## config.mk

```make
export PLATFORM = sky130hd
export DESIGN_NAME = csi2rx_raw10_b2p
export DESIGN_NICKNAME = d
export VERILOG_FILES = /design/src/rtl/csi2rx_raw10_b2p_pkg.sv /design/src/rtl/csi2rx_raw10_grp_unpack.sv /design/src/rtl/csi2rx_raw10_b2p.sv
export SDC_FILE = /design/constraint.sdc
export NUM_CORES = 1
export LEC_CHECK = 0
export CORE_UTILIZATION = 56
export DETAILED_ROUTE_END_ITERATION = 6
export PLACE_DENSITY = 0.79
export RECOVER_POWER = 100
export SYNTH_ARGS = -nofsm -noshare
export SYNTH_HDL_FRONTEND = slang
export SYNTH_SLANG_ARGS = --single-unit
```

## constraint.sdc

```tcl
create_clock -name clk -period 6.4 [get_ports clk]
set_clock_uncertainty 0.15 [all_clocks]
set_input_delay 1.28 -clock clk [delete_from_list [all_inputs] [get_ports clk]]
set_output_delay 1.28 -clock clk [all_outputs]
set_load 0.02 [all_outputs]
```

## src/rtl/csi2rx_raw10_b2p_pkg.sv

```systemverilog
// Shared definitions for the CSI-2 RX RAW10 / YUV420-10b byte-to-pixel path:
// state encodings, group geometry, RAW10 data-type code and a byte-mask helper.
package csi2rx_raw10_b2p_pkg;

    typedef enum logic [1:0] {
        ST_IDLE   = 2'd0,
        ST_ACTIVE = 2'd1,
        ST_FLUSH  = 2'd2
    } b2p_state_e;

    localparam int         RAW10_GRP_BYTES = 5;
    localparam int         RAW10_GRP_PIX   = 4;
    localparam int         RAW10_GRP_BITS  = 40;
    localparam logic [5:0] DT_RAW10        = 6'h2B;

    // Keeps the low nbytes bytes of a payload dword; the rest become zero padding.
    function automatic logic [31:0] dw_byte_mask(input logic [2:0] nbytes);
        logic [31:0] mask;
        case (nbytes)
            3'd0:    mask = 32'h0000_0000;
            3'd1:    mask = 32'h0000_00FF;
            3'd2:    mask = 32'h0000_FFFF;
            3'd3:    mask = 32'h00FF_FFFF;
            default: mask = 32'hFFFF_FFFF;
        endcase
        return mask;
    endfunction

endpackage

```

## src/rtl/csi2rx_raw10_grp_unpack.sv

```systemverilog
// Combinational RAW10 group unpacker: five payload bytes in, four 10-bit pixels out.
// Shared with the YUV420-10b path, which uses the same 5-byte packing.
module csi2rx_raw10_grp_unpack
    import csi2rx_raw10_b2p_pkg::*;
(
    input  logic [39:0] grp_i,
    output logic [39:0] pix_o
);

    // Pixel k takes byte k as its eight MSBs and two LSBs from the shared fifth byte.
    always_comb begin
        pix_o = 40'd0;
        for (int k = 0; k < RAW10_GRP_PIX; k++) begin
            pix_o[k*10 +: 10] = {grp_i[k*8 +: 8], grp_i[32 + 2*k +: 2]};
        end
    end

endmodule

```

## src/rtl/csi2rx_raw10_b2p.sv

```systemverilog
// CSI-2 RX RAW10 byte-to-pixel unpacker: 32-bit payload dwords in, 4-pixel groups out.
// Optional build macro CSI2RX_B2P_ERR_CNT_EN adds a saturating wc_err counter.
module csi2rx_raw10_b2p
    import csi2rx_raw10_b2p_pkg::*;
#(
    parameter int WC_W      = 16,
    parameter int ACC_BYTES = 8
) (
    input  logic            clk,
    input  logic            rst_n,
    input  logic            pkt_sop_i,
    input  logic [WC_W-1:0] pkt_wc_i,
    input  logic [31:0]     dw_i,
    input  logic            dw_vld_i,
    output logic            dw_rdy_o,
    output logic [39:0]     pix_data_o,
    output logic            pix_vld_o,
    input  logic            pix_rdy_i,
    output logic            pix_eop_o,
    output logic            wc_err_o
`ifdef CSI2RX_B2P_ERR_CNT_EN
    ,
    input  logic            err_cnt_clr_i,
    output logic [7:0]      err_cnt_o
`endif
);

    localparam int         ACC_W    = ACC_BYTES * 8;
    localparam logic [3:0] GRP_FILL = 4'(RAW10_GRP_BYTES);

    b2p_state_e       state_q, state_d;
    logic [ACC_W-1:0] acc_q, acc_d;
    logic [3:0]       fill_q, fill_d;
    logic [WC_W-1:0]  bl_q, bl_d;
    logic [39:0]      pix_data_q, pix_data_d;
    logic             pix_vld_q, pix_vld_d;
    logic             pix_eop_q, pix_eop_d;
    logic             wc_err_q, wc_err_d;

    logic             out_free_s, abort_s, wc_nz_s, wc_odd_s;
    logic             pop_old_s, pop_new_s, dw_rdy_s, accept_s;
    logic [3:0]       fill_ap_s, fill_in_s, fill_nx_s;
    logic [ACC_W-1:0] acc_ap_s, acc_in_s, acc_nx_s;
    logic [2:0]       take_s;
    logic [WC_W-1:0]  bl_in_s;
    logic [39:0]      grp_src_s, grp_pix_s;

    // Accumulator arithmetic: retire a complete group first, then append the accepted
    // dword; a group completed by this dword is popped now so it shows one clock later.
    always_comb begin
        out_free_s = !pix_vld_q || pix_rdy_i;
        abort_s    = pkt_sop_i && (state_q != ST_IDLE);
        wc_nz_s    = (pkt_wc_i != {WC_W{1'b0}});
        wc_odd_s   = ((pkt_wc_i % WC_W'(RAW10_GRP_BYTES)) != {WC_W{1'b0}});
        pop_old_s  = (state_q == ST_ACTIVE) && (fill_q >= GRP_FILL) && out_free_s;
        if (pop_old_s) begin
            fill_ap_s = fill_q - GRP_FILL;
            acc_ap_s  = acc_q >> RAW10_GRP_BITS;
        end else begin
            fill_ap_s = fill_q;
            acc_ap_s  = acc_q;
        end
        if (bl_q >= WC_W'(4)) begin
            take_s = 3'd4;
        end else begin
            take_s = bl_q[2:0];
        end
        dw_rdy_s = (state_q == ST_ACTIVE) && (bl_q != {WC_W{1'b0}}) && (fill_ap_s <= 4'd4);
        accept_s = dw_rdy_s && dw_vld_i;
        if (accept_s) begin
            acc_in_s  = acc_ap_s | (ACC_W'(dw_i & dw_byte_mask(take_s)) << {fill_ap_s, 3'b000});
            fill_in_s = fill_ap_s + {1'b0, take_s};
            bl_in_s   = bl_q - WC_W'(take_s);
        end else begin
            acc_in_s  = acc_ap_s;
            fill_in_s = fill_ap_s;
            bl_in_s   = bl_q;
        end
        pop_new_s = (state_q == ST_ACTIVE) && !pop_old_s && (fill_in_s >= GRP_FILL) && out_free_s;
        if (pop_new_s) begin
            grp_src_s = acc_in_s[39:0];
            acc_nx_s  = acc_in_s >> RAW10_GRP_BITS;
            fill_nx_s = fill_in_s - GRP_FILL;
        end else begin
            grp_src_s = acc_q[39:0];
            acc_nx_s  = acc_in_s;
            fill_nx_s = fill_in_s;
        end
    end

    csi2rx_raw10_grp_unpack u_unpack (
        .grp_i (grp_src_s),
        .pix_o (grp_pix_s)
    );

    // FSM state register.
    always_ff @(posedge clk or negedge rst_n) begin
        if (!rst_n) begin
            state_q <= ST_IDLE;
        end else begin
            state_q <= state_d;
        end
    end

    // FSM next-state logic; a new sop outside IDLE restarts the packet.
    always_comb begin
        state_d = state_q;
        case (state_q)
            ST_IDLE: begin
                if (pkt_sop_i && wc_nz_s) begin
                    state_d = ST_ACTIVE;
                end else begin
                    state_d = ST_IDLE;
                end
            end
            ST_ACTIVE: begin
                if (abort_s) begin
                    state_d = wc_nz_s ? ST_ACTIVE : ST_IDLE;
                end else if ((bl_in_s == {WC_W{1'b0}}) && (fill_nx_s < GRP_FILL)) begin
                    state_d = ST_FLUSH;
                end else begin
                    state_d = ST_ACTIVE;
                end
            end
            ST_FLUSH: begin
                if (abort_s) begin
                    state_d = wc_nz_s ? ST_ACTIVE : ST_IDLE;
                end else if ((fill_q == 4'd0) || out_free_s) begin
                    state_d = ST_IDLE;
                end else begin
                    state_d = ST_FLUSH;
                end
            end
            default: state_d = ST_IDLE;
        endcase
    end

    // FSM output logic: accumulator, byte budget, output register and error pulse.
    always_comb begin
        acc_d      = acc_q;
        fill_d     = fill_q;
        bl_d       = bl_q;
        pix_data_d = pix_data_q;
        pix_vld_d  = pix_vld_q && !pix_rdy_i;
        pix_eop_d  = pix_eop_q;
        wc_err_d   = 1'b0;
        if (abort_s) begin
            acc_d      = {ACC_W{1'b0}};
            fill_d     = 4'd0;
            bl_d       = pkt_wc_i;
            pix_data_d = 40'd0;
            pix_vld_d  = 1'b0;
            pix_eop_d  = 1'b0;
            wc_err_d   = 1'b1;
        end else begin
            case (state_q)
                ST_IDLE: begin
                    if (pkt_sop_i) begin
                        bl_d     = pkt_wc_i;
                        wc_err_d = wc_nz_s && wc_odd_s;
                    end else begin
                        bl_d     = bl_q;
                    end
                end
                ST_ACTIVE: begin
                    acc_d  = acc_nx_s;
                    fill_d = fill_nx_s;
                    bl_d   = bl_in_s;
                    if (pop_old_s || pop_new_s) begin
                        pix_data_d = grp_pix_s;
                        pix_vld_d  = 1'b1;
                        pix_eop_d  = (bl_in_s == {WC_W{1'b0}}) && (fill_nx_s == 4'd0);
                    end else begin
                        pix_data_d = pix_data_q;
                    end
                end
                ST_FLUSH: begin
                    // Upper accumulator bytes are always zero, so the tail is already padded.
                    if ((fill_q != 4'd0) && out_free_s) begin
                        acc_d      = {ACC_W{1'b0}};
                        fill_d     = 4'd0;
                        pix_data_d = grp_pix_s;
                        pix_vld_d  = 1'b1;
                        pix_eop_d  = 1'b1;
                        wc_err_d   = 1'b1;
                    end else begin
                        acc_d      = acc_q;
                    end
                end
                default: begin
                    acc_d  = {ACC_W{1'b0}};
                    fill_d = 4'd0;
                end
            endcase
        end
    end

    // Datapath and output registers.
    always_ff @(posedge clk or negedge rst_n) begin
        if (!rst_n) begin
            acc_q      <= {ACC_W{1'b0}};
            fill_q     <= 4'd0;
            bl_q       <= {WC_W{1'b0}};
            pix_data_q <= 40'd0;
            pix_vld_q  <= 1'b0;
            pix_eop_q  <= 1'b0;
            wc_err_q   <= 1'b0;
        end else begin
            acc_q      <= acc_d;
            fill_q     <= fill_d;
            bl_q       <= bl_d;
            pix_data_q <= pix_data_d;
            pix_vld_q  <= pix_vld_d;
            pix_eop_q  <= pix_eop_d;
            wc_err_q   <= wc_err_d;
        end
    end

    assign dw_rdy_o   = dw_rdy_s;
    assign pix_data_o = pix_data_q;
    assign pix_vld_o  = pix_vld_q;
    assign pix_eop_o  = pix_eop_q;
    assign wc_err_o   = wc_err_q;

`ifdef CSI2RX_B2P_ERR_CNT_EN
    logic [7:0] err_cnt_q, err_cnt_d;

    // Error counter next value: clear wins, increment saturates at 255.
    always_comb begin
        if (err_cnt_clr_i) begin
            err_cnt_d = 8'd0;
        end else if (wc_err_q && (err_cnt_q != 8'hFF)) begin
            err_cnt_d = err_cnt_q + 8'd1;
        end else begin
            err_cnt_d = err_cnt_q;
        end
    end

    // Error counter register.
    always_ff @(posedge clk or negedge rst_n) begin
        if (!rst_n) begin
            err_cnt_q <= 8'd0;
        end else begin
            err_cnt_q <= err_cnt_d;
        end
    end

    assign err_cnt_o = err_cnt_q;
`endif

endmodule

```

* After elaboration in Yosys (flattened, before gate mapping)
Index checks and enable logic that the tools add are counted.
** Cells by class
- Add/sub/neg operators :: 4
- Multipliers :: 0
- Divide/modulo/power cells :: 1
- Magnitude comparators :: 5
- Equality and inequality tests :: 9
- Shift-type cells :: 1
- Multiplexer cells :: 43
- Bitwise gates (word level) :: 2
- Reductions and logical operators :: 36
** Operators by type and width (count)
- $mux 64 :: 5
- $pmux 64 s3 :: 1
- $mux 40 :: 4
- $pmux 32 s4 :: 1
- $pmux 40 s2 :: 1
- $or 64x64->64 :: 1
- $shl 32x7->64 :: 1
- $mux 16 :: 3
- $reduce_bool 16->1 :: 3
- $and 32x32->32 :: 1
- $mux 32 :: 1
- $pmux 16 s2 :: 1
- $mux 4 :: 5
- $ge 16x3->1 const B :: 1
- $logic_not 16->1 :: 1
- $mod 16x3->16 const B :: 1
- $sub 16x3->16 :: 1
- $logic_and 1x1->1 :: 15
- $pmux 4 s3 :: 1
- $mux 1 :: 11
- $ge 4x3->1 const B :: 2
- $logic_not 4->1 :: 2
- $mux 2 :: 4
- $sub 4x3->4 const B :: 2
- other kinds (22) :: 32
** Storage, ports and cells
- Bits in registers :: 129
- Latch bits :: 0
- RAM bits :: 0
- ROM bits :: 0
- Bits of input ports :: 53
- Output and inout port bits :: 44
- Logic and storage cells :: 109
- Memories :: 0

* Logic depth before layout (Yosys ltp)
Gate-level depths: netlist (run 1).
- Depth after elaboration :: 17
- Depth in mapped cells :: 26
- Gate-level depth less buffers :: 22

* By module
From an unflattened synthesis (run 1), not the netlist that was laid out.
** Second synthesis, totals
- Cells, all modules :: 1317
- Area total of the unflattened synthesis :: 10287.4 µm²
** Modules (own cells, without submodules)
- csi2rx_raw10_b2p :: instances 1, cells each 1277, area each 9987.1 µm², sequential area each 3228.1 µm²
- csi2rx_raw10_grp_unpack :: instances 1, cells each 40, area each 300.3 µm², sequential area each 0.0 µm²

* Worst setup path after synthesis (run 1)
No wires, ideal clock.
- Kind :: input-to-reg
- From :: in pkt_wc_i[10]
- To :: reg wc_err_q, in the netlist wc_err_o
- Library setup time :: 144 ps
- Arrival time :: 6130 ps
- Data required time :: 6106 ps
- Path slack :: -24 ps
- Cell stages on the path :: 25
- Path buffers :: 3
- Cells stage by stage :: buf_2 > or4b_1 > o221ai_1 > and3_1 > nor2_1 > and4_4 > or4_1 > buf_2 > nand2_2 > a211oi_4 > or4_1 > buf_6 > nor3_2 > a2111oi_2 > o21ai_0 > inv_1 > ha_1 > inv_1 > o211ai_2 > a221oi_4 > xnor2_1 > ha_1 > nand2b_1 > o32ai_1 > a41oi_1
** Between the ends
- Cells in the longest elaborated chain, start to end :: 6
- Elaborated cells between the ends (all ways) :: 7
- Those cells by class :: 1 x div; 3 x mux; 3 x reduce/logical
** Ends and longest elaborated chain
- start, declared :: line csi2rx_raw10_b2p.sv:12 : input logic [WC_W-1:0] pkt_wc_i,
- $mod 16x3->16 :: line csi2rx_raw10_b2p.sv:54 : wc_odd_s = ((pkt_wc_i % WC_W'(RAW10_GRP_BYTES)) != {WC_W{1'b0}});
- $reduce_bool 16->1 :: line csi2rx_raw10_b2p.sv:54
- $logic_and 1x1->1 (*) :: line csi2rx_raw10_b2p.sv:160 : wc_err_d = wc_nz_s && wc_odd_s;
- $mux 1 (*) :: line csi2rx_raw10_b2p.sv:158 : if (pkt_sop_i) begin
- $pmux 1 s2 (*) :: line csi2rx_raw10_b2p.sv:156 : case (state_q)
- $mux 1 (*) :: line csi2rx_raw10_b2p.sv:147 : if (abort_s) begin
- net wc_err_d :: line csi2rx_raw10_b2p.sv:38 : logic wc_err_q, wc_err_d;
- end signal, assigned :: line csi2rx_raw10_b2p.sv:215 : wc_err_q <= wc_err_d;
- end, declared :: line csi2rx_raw10_b2p.sv:38
Mark *: on every way through the listed nets, which the timed path passes. The rest lies on a longest branch.
A chain may end at the register's enable or synchronous reset.

* Final worst setup path (run 1)
- From :: in pkt_wc_i[14]
- To :: reg wc_err_q, in the netlist wc_err_o
Same word-level chain as after synthesis.

==> results of run 1 <==
[state kept, by name, summed over array words and instances (netlist names)]
signal	flops
acc_q	64
bl_q	16
fill_q	4
pix_data_o	40
pix_eop_o	1
pix_vld_o	1
state_q	2
wc_err_o	1
[cell type report]
cell class	count	area, sq um
Multi-Input combinational cell	996	6182
Fill cell	1383	5039
Sequential cell	129	3228
Timing Repair Buffer	215	1847
Clock buffer	18	439.2
Tap cell	225	281.5
Clock inverter	14	122.6
Inverter	26	97.59
[cell usage after synthesis (4+ instances only)]
library cell,instances,area (sq um)
a211oi_1,4,30.03
a21oi_1,98,490.5
a22o_1,50,437.9
a22oi_1,15,112.6
a31oi_1,9,56.30
a32o_1,18,180.2
a32oi_1,18,157.7
and2_1,7,43.79
and3_1,12,75.07
and4_1,4,35.03
buf_1,7,26.28
buf_2,8,40.04
clkbuf_1,76,285.3
clkinv_1,4,15.01
dfrtp_1,129,3228
ha_1,16,200.2
inv_1,22,82.58
mux2i_1,33,330.3
nand2_1,187,701.9
nand2b_1,8,50.05
nand3_1,33,165.2
nand4_1,17,106.4
nor2_1,135,506.7
nor2b_1,4,25.02
nor3_1,21,105.1
nor3b_1,5,37.54
nor4_1,5,31.28
o211ai_1,10,75.07
o21a_1,5,37.54
o21ai_0,95,475.5
o21ai_1,6,30.03
o221ai_1,4,35.03
o22ai_1,23,143.9
o31ai_1,19,142.6
o41ai_1,17,148.9
or3_1,9,56.30
or4_1,8,60.06
xnor2_1,11,96.34
[where the power goes]
part	switching, mW	total [mW]	internal (mW)
clock network	0.420	0.940	0.520
registers	0.193	1.25	1.06
logic	2.11	3.33	1.22
[worst register-to-register path: cells and delay by family (launching register included)]
family                   cells  cell delay, ns
AND/OR/NAND/NOR             10            2.58
AO/OA/AOI/OAI                6            1.25
buffers and inverters        4            0.85
flip-flops                   1            0.43
adder cells (fa/ha/maj)      1            0.14
XOR/XNOR                     1            0.14
[routing by layer]
metal  vias up  share of wire  track usage  routed length [microns]
met5         -              0            0                        0
met4         0          0.035       0.1348                     1107
met3        93          0.088      0.06269                     2789
met2       576           0.47       0.5766                    14800
met1      5000           0.41       0.4751                    13050
li1       4930              -            -                        -
[cells by family (layout without fill, tap and decap cells)]
logic type,after synthesis,after routing
AND/OR/NAND/NOR,492,492
AO/OA/AOI/OAI,435,435
flip-flops,129,129
buffers and inverters,121,273
multiplexers,37,37
adder cells (fa/ha/maj),17,17
XOR/XNOR,14,14
other,1,1
[path summary, 6_finish.rpt]
check,startpoint,to,slack [ns],cells after the start
hold reg to reg,pix_data_o[24]$_DFFE_PN0P_,pix_data_o[24]$_DFFE_PN0P_,0.32,2
setup / recovery,pkt_wc_i[14],wc_err_o$_DFF_PN0_,0.39,25
hold / removal,pix_data_o[24]$_DFFE_PN0P_,pix_data_o[24]$_DFFE_PN0P_,0.32,2
max in group asynchronous,rst_n,fill_q[1]$_DFFE_PN0P_,0.96,2
min in group asynchronous,rst_n,pix_data_o[21]$_DFFE_PN0P_,2.11,1
setup reg to reg,bl_q[9]$_DFFE_PN0P_,state_q[1]$_DFF_PN0_,0.77,22
[repair_timing]
item / 4_1_cts / 5_1_grt
gates resized for setup: 5 / 16
endpoints found under the setup margin: 1 / 1
pin swaps: 0 / 2
cloned: 0 / 0
endpoints found under the hold margin: 0 / 0
==> flow_summary.ini, run 1 <==
[clock_tree]
cts-buffers-inserted = 17
postCtsHoldBufs = 0
cts_setup_buffers = 0
clock_sinks = 129
h-tree-depth = 4
clkTransAtPathRegs_ns = 0.07
root_buffer = clkbuf_16
clk-insertion-delay-late_ns = 0.42
cts_tree = done
cts.path.max_buffers = 2

[die]
rows = 48
die-area_sq_mm = 0.01808
die_w_microns = 134.5
num_io_pins = 97
initial_core_util = 0.5700
core_sq_mm = 0.01724
die_h_microns = 134.5

[placement]
place_congestion = 0.9956
pre_cts_ws_ns = -0.5594
dp_hpwl_mm = 22.28
portBuffers = 96
dp.cells = 1591
place_area_sq_mm = 0.01162

[critical_path]
cp_top_family = simple AND/OR/NAND/NOR gates
start_kind = primary input
crit_required_ns = 6.54
cp_slowest_cell = or4_4
max_stage_delay_ns = 0.50
cp-end-kind = register
cp_max_fo = 7
crit_type = primary input to register
crit_buf_inv = 5
cp.arrival_ns = 6.15

[routing]
routedWlPerCell_microns = 19.56
vias = 10600
postRouteAntennaNets = 0
first_iter_violations = 1263
drt_pass1_iterations = 7
viasPerCell = 6.530
wl_mm = 31.75
drc_errors = 3

[cells_and_area]
fin_cells = 1623
area_delta_synth_final_pct = 24.16
insertedDiodeCount = 0
layout-drive-gt1-share = 0.1431
postLayoutCoreUtil = 0.7077
layout_common_cells = nand2_1 (187), nor2_1 (134), dfrtp_1 (129)
final_area_sq_mm = 0.01220
final_common_cell = nand2_1
fin_nets = 1455

[pwr]
power.total_mw = 5.524
cellPowerDensity_mw_per_mm2 = 452.8
peakVddDrop_v = 0.0003100
leakagePower_nw = 5.340

[global_routing]
antenna_found_initial = 0
grt_pass1_wl_mm = 50.95
overflow = 0
grt_max_degree = 74
grt.total_usage = 0.3557
grt_pass1_vias = 9743

[sta]
max_slew_margin = -1.708
drv_slew = 74
hold_violations = 0
worstMarginPinSlew_ns = 4.062
fin_hold_ws_ns = 0.3180
fin_crit_ns = 6.015
fmax_mhz = 166.3
setup_viol = 0
grt_setup_unrepaired = false
tns_ns = 0
final.setup.worst_slack_ns = 0.3851
finalCritPeriodShare = 0.9398

[yosys]
synth_edf_count = 0
synth_top_family_by_area = compound AO/OA/AOI/OAI gates
synthMuxAreaShare = 0.03821
syn_inst = 1246
ys_types = 100
synthAdderAreaFrac = 0.02241
yosys.area_share.simple = 0.2402
ys_ff_latch = 129
ys_seq_area_frac = 0.3286
syn-num-nets = 1316
synth_compound_area_frac = 0.3082
ys_warn_count = 0
syn-mean-instance-area_sq_um = 7.885
postSynth.asyncResetShare = 1.000
synth.cell_area_sq_mm = 0.009824
synthFlopType = dfrtp_1
synth_xor_xnor_area_share = 0.01248

[status]
violations = design-rule violations, max-capacitance violations, max-slew violations
status = finished, violations left

[job]
maxCapViolCount = 1

[hold_path]
min_path_type = register to register
(Power assumes the default switching activity.)
==> run 2: changes to the inputs <==
Settings changed: CAP_MARGIN from default to 20, CORE_UTILIZATION 56 to 45, PLACE_DENSITY 0.79 to 0.65.
==> run 2 against run 1 <==
  * The run ends with max-capacitance violations, max-slew violations left
  * Flip-flop and latch count stayed put
  * First-iteration DRC count is 24% lower
  * Non-clock buffer count is 2 lower
  * Via count is 2.4% lower
  * Critical path depth is 2 lower
  * Setup slack worse by 0.16 ns
  * Register-to-register slack better by 0.03 ns
  * Sequential share of layout area is 0.15 points lower
  * Critical endpoint unchanged
==> flow_summary.ini, run 2 (same netlist as run 1, synthesis figures left out) <==
[critical_path]
cp_max_fo = 10
cp-end-kind = register
crit_required_ns = 6.54
r2r_cells = 20
cp_slowest_cell = or4_4
max_stage_delay_ns = 0.53
ff2ff_setup_slack_ns = 0.80
cp.arrival_ns = 6.32
reg2reg_to = pix_data_o[26]$_DFFE_PN0P_
path_cells = dlygate4sd2_1, or3b_1, a21oi_1, o41a_1, buf_4, o21ai_1, nor4b_2, or4_4, nand3_1, o32ai_1, or4_4, nor3_1, a311oi_1, o21ai_1, inv_1, ha_1, inv_1, o211ai_2, a221oi_4, buf_4, mux2_1, o32ai_1, a41oi_1
crit_type = primary input to register
start_kind = primary input
cp_top_family = simple AND/OR/NAND/NOR gates
crit_buf_inv = 5
reg2reg_from = bl_q[9]$_DFFE_PN0P_

[status]
violations = max-capacitance violations, max-slew violations
status = finished, violations left

[routing]
wl_mm = 31.65
vias = 10350
drt_pass1_iterations = 6
postRouteAntennaNets = 0
drc_errors = 0
first_iter_violations = 956
viasPerCell = 6.192
routedWlPerCell_microns = 18.94

[sta]
fin_crit_ns = 6.172
worstMarginPinSlew_ns = 4.286
drv_slew = 93
max_slew_margin = -1.857
fmax_mhz = 162.0
tns_ns = 0
hold_violations = 0
finalCritPeriodShare = 0.9643
setup_viol = 0
final.setup.worst_slack_ns = 0.2284

[die]
die_h_microns = 149.8
die_w_microns = 149.8
rows = 53
die-area_sq_mm = 0.02243
core_sq_mm = 0.02122
num_io_pins = 97
initial_core_util = 0.4630

[cells_and_area]
layout-drive-gt1-share = 0.1426
largest_reg_flops = 64
area_delta_synth_final_pct = 24.86
insertedDiodeCount = 0
top_register = acc_q
layout_common_cells = nand2_1 (186), nor2_1 (133), dfrtp_1 (129)
final_common_cell = nand2_1
fin_cells = 1671
fin_nets = 1453
final_area_sq_mm = 0.01227

[clock_tree]
cts.path.max_buffers = 2
h-tree-depth = 4
clock_sinks = 129
root_buffer = clkbuf_16
cts-buffers-inserted = 17
clkTransAtPathRegs_ns = 0.06
cts_tree = done
clk-insertion-delay-late_ns = 0.44

[global_routing]
grt_max_degree = 93
overflow = 0
grt.total_usage = 0.2844
grt_pass1_vias = 9476
grt_pass1_wl_mm = 50.09
antenna_found_initial = 0

[placement]
place_congestion = 0.9916
pre_cts_ws_ns = -0.6463
portBuffers = 96
dp_hpwl_mm = 22.60
dp.cells = 1636
place_area_sq_mm = 0.01167

[hold_path]
min_path_type = register to register
min_from = pix_data_o[11]$_DFFE_PN0P_
hold_depth = 2
hold_end = pix_data_o[11]$_DFFE_PN0P_

[pwr]
peakVddDrop_v = 0.0002850
leakagePower_nw = 5.326
cellPowerDensity_mw_per_mm2 = 448.4

[job]
maxCapViolCount = 1
run 2: per-stage QoR:
step	power, mW	hold slack, ns	util
2_1_floorplan	3.447	0.3127	-
3_3_place_gp	4.545	0.3082	0.5499
3_5_place_dp	4.594	0.3132	0.5499
4_1_cts	5.526	0.3278	0.5767
5_1_grt	5.880	0.3496	0.5781
6_report	5.500	0.3187	0.5781
run 2: repair_timing:
action                                  in CTS  in global routing
endpoints found under the setup margin       1                  1
resized for setup                            9                 12
buffers inserted                             0                  3
endpoints found under the hold margin        0                  0
hold buffers                                 0                  0
pin swaps                                    0                  4
run 2: how the worst max path moves through the flow:
stage / from / end / slack [ns] / cells past startpoint
final: pkt_wc_i[14] / wc_err_o$_DFF_PN0_ / 0.23 / 23
after global routing: pkt_wc_i[14] / wc_err_o$_DFF_PN0_ / -0.03 / 23
after CTS: pkt_wc_i[15] / wc_err_o$_DFF_PN0_ / 0.001 / 25
after detailed placement: pkt_wc_i[13] / wc_err_o$_DFF_PN0_ / -0.65 / 23
after global placement: pkt_wc_i[13] / wc_err_o$_DFF_PN0_ / -0.50 / 23
after floorplan: pkt_wc_i[10] / wc_err_o$_DFF_PN0_ / 0.07 / 25
run 2: report_power, final:
group	leakage (nW)	switching [mW]	total [mW]	internal (mW)
Combinational	3.34	2.10	3.33	1.23
Clock	0.263	0.413	0.920	0.506
Sequential	1.72	0.189	1.25	1.06
run 2: worst min-delay path, stage by stage, from the launching register on:
cell and delay (ns):
dfrtp_1 0.33, nand2_1 0.04, o21ai_0 0.06
run 2: metal layers:
layer	vias up	share of wire	global-route usage
met5	-	0	0
met4	0	0.022	0.09747
met3	48	0.077	0.03902
met2	449	0.46	0.4481
met1	4915	0.45	0.3982
li1	4935	-	-
run 2: layout make-up:
class / count / area (sq um)
multi-input cells: 996 / 6177
inverters: 26 / 97.59
clock inverters: 15 / 126.4
fillers: 1958 / 8954
clock buffers: 17 / 425.4
flip-flops and latches: 129 / 3228
repair buffers: 213 / 1868
well taps: 275 / 344.1
==> run 3: changes to the inputs <==
Settings changed: PLACE_DENSITY 0.65 to 0.68.
Clock period 6.4 ns to 5 ns, I/O delays scaled along.
==> run 3 against run 2 <==
  * Clock power increased by 41%
  * The run ends with max-capacitance violations, max-slew violations, negative setup slack left
  * Non-clock buffer count increased by 74
  * Sequential power is 28% higher
  * Core utilization grew 4.7 points
==> flow_summary.ini, run 3 (same netlist as run 1, synthesis figures left out) <==
[cells_and_area]
area_delta_synth_final_pct = 35.09
insertedDiodeCount = 0
final_area_sq_mm = 0.01327
fin_cells = 1745
fin_nets = 1527
multi_input_area_sq_mm = 0.006514
nFillCells = 1873
layout_common_cells = nand2_1 (186), buf_4 (166), nor2_1 (129), dfrtp_1 (129), o21ai_0 (95)
layout-drive-gt1-share = 0.2136
top_register = acc_q
largest_reg_flops = 64
layout.area.seq_sq_mm = 0.003228
postLayoutCoreUtil = 0.6254
final_common_cell = nand2_1

[pwr]
leakagePower_nw = 5.780
p_seq_frac = 0.209
combPwrFrac = 0.622
power.total_mw = 7.652
clockPowerShare = 0.169
sw_frac_of_total = 0.4794
cellPowerDensity_mw_per_mm2 = 576.6
p_switching_mw = 3.668
p_int_mw = 3.984
peakVddDrop_v = 0.0003011

[sta]
fmax_mhz = 172.4
tns_ns = -6.986
finalCritPeriodShare = 1.160
drv_slew = 132
max_slew_margin = -0.7382
fin_hold_ws_ns = 0.3210
worstMarginPinSlew_ns = 2.607
fin_crit_ns = 5.801
hold_violations = 0
setup_viol = 85
final.setup.worst_slack_ns = -0.8015
grt_setup_unrepaired = true

[die]
die-area_sq_mm = 0.02243
initial_core_util = 0.4630
die_h_microns = 149.8
num_io_pins = 97
die_w_microns = 149.8
core_sq_mm = 0.02122
rows = 53

[routing]
postRouteAntennaNets = 0
vias = 10750
drc_errors = 0
first_iter_violations = 880
routedWlPerCell_microns = 19.28
drt_pass1_iterations = 6
viasPerCell = 6.159
wl_mm = 33.65

[critical_path]
crit_type = primary input to register
cp_max_fo = 7
cpMostUsedCell = buf_4
start_kind = primary input
max_stage_delay_ns = 0.54
cp_top_family = compound AO/OA/AOI/OAI gates
cp-end-kind = register
crit_buf_inv = 7
cp_slowest_cell = or4_4
cp.arrival_ns = 5.95
crit_required_ns = 5.14

[placement]
place_area_sq_mm = 0.01227
dp.cells = 1690
pre_cts_ws_ns = -1.630
place_congestion = 0.9617
dp_hpwl_mm = 23.51
portBuffers = 96

[global_routing]
grt_max_degree = 102
grt.total_usage = 0.2988
antenna_found_initial = 0
grt_pass1_wl_mm = 52.54
overflow = 0
grt_pass1_vias = 9962

[status]
status = finished, violations left
violations = max-capacitance violations, max-slew violations, negative setup slack

[clock_tree]
h-tree-depth = 4
clk-insertion-delay-late_ns = 0.43
clkTransAtPathRegs_ns = 0.07
postCtsHoldBufs = 0
cts_tree = done
clock_sinks = 129
root_buffer = clkbuf_16
cts.path.max_buffers = 2
cts-buffers-inserted = 17

[hold_path]
min_path_type = register to register

[job]
maxCapViolCount = 2
## run 3: cell count changes in the layout (fill, tap and decap cells not counted), sizes merged
cell          change
bufinv            +1
dlymetal6s2s      -3
buf              +77
inv               +3
clkinvlp          -4
clkbuf            +4
dlygate4sd2       -4
## run 3: final timing paths
| kind | start | slack (ns) | cells after the start | to |
|---|---|---|---|---|
| worst max-delay path | pkt_wc_i[15] | -0.80 | 26 | wc_err_o$_DFF_PN0_ |
| worst min register to register | pix_data_o[7]$_DFFE_PN0P_ | 0.32 | 2 | pix_data_o[7]$_DFFE_PN0P_ |
| worst min-delay path | pix_data_o[7]$_DFFE_PN0P_ | 0.32 | 2 | pix_data_o[7]$_DFFE_PN0P_ |
| max in group asynchronous | rst_n | 1.07 | 2 | acc_q[16]$_DFFE_PN0P_ |
| worst max register to register | bl_q[14]$_DFFE_PN0P_ | -0.27 | 20 | state_q[1]$_DFF_PN0_ |
| min in group asynchronous | rst_n | 1.19 | 1 | pix_data_o[10]$_DFFE_PN0P_ |
## run 3: what timing repair did
item / in CTS / in global routing
setup endpoints to repair: 1 / 36
cloned: 0 / 3
setup buffers: 2 / 18
pin swaps: 3 / 36
resized for setup: 8 / 81
## run 3: per-layer routing
layer	vias to the layer above	part of all wire	GRT usage
met2	518	0.46	0.4715
met4	0	0.025	0.09798
li1	5096	-	-
met5	-	0	0
met3	61	0.083	0.05793
met1	5072	0.43	0.4090
## run 3: worst min-delay path: stages (launching register included)
cell,delay [ns]
dfrtp_1,0.34
nand2_1,0.05
o41ai_1,0.05
## run 3: cell type report
| cell class | count | share of cell area |
|---|---|---|
| clock buffer | 17 | 0.03205 |
| tap | 275 | 0.02593 |
| timing repair buffer | 287 | 0.1869 |
| clock inverter | 15 | 0.01358 |
| inverter | 26 | 0.007542 |
| multi-input combinational | 996 | 0.4908 |
| sequential | 129 | 0.2432 |
## run 3: power by group through the flow
stage               clock network [mW]  registers [mW]  logic (mW)
finish                            1.30            1.60        4.76
global route                      1.35            1.64        5.17
CTS                               1.30            1.60        4.64
detailed placement                   0            1.62        4.61
global placement                     0            1.61        4.55
floorplan                            0            1.69        2.81
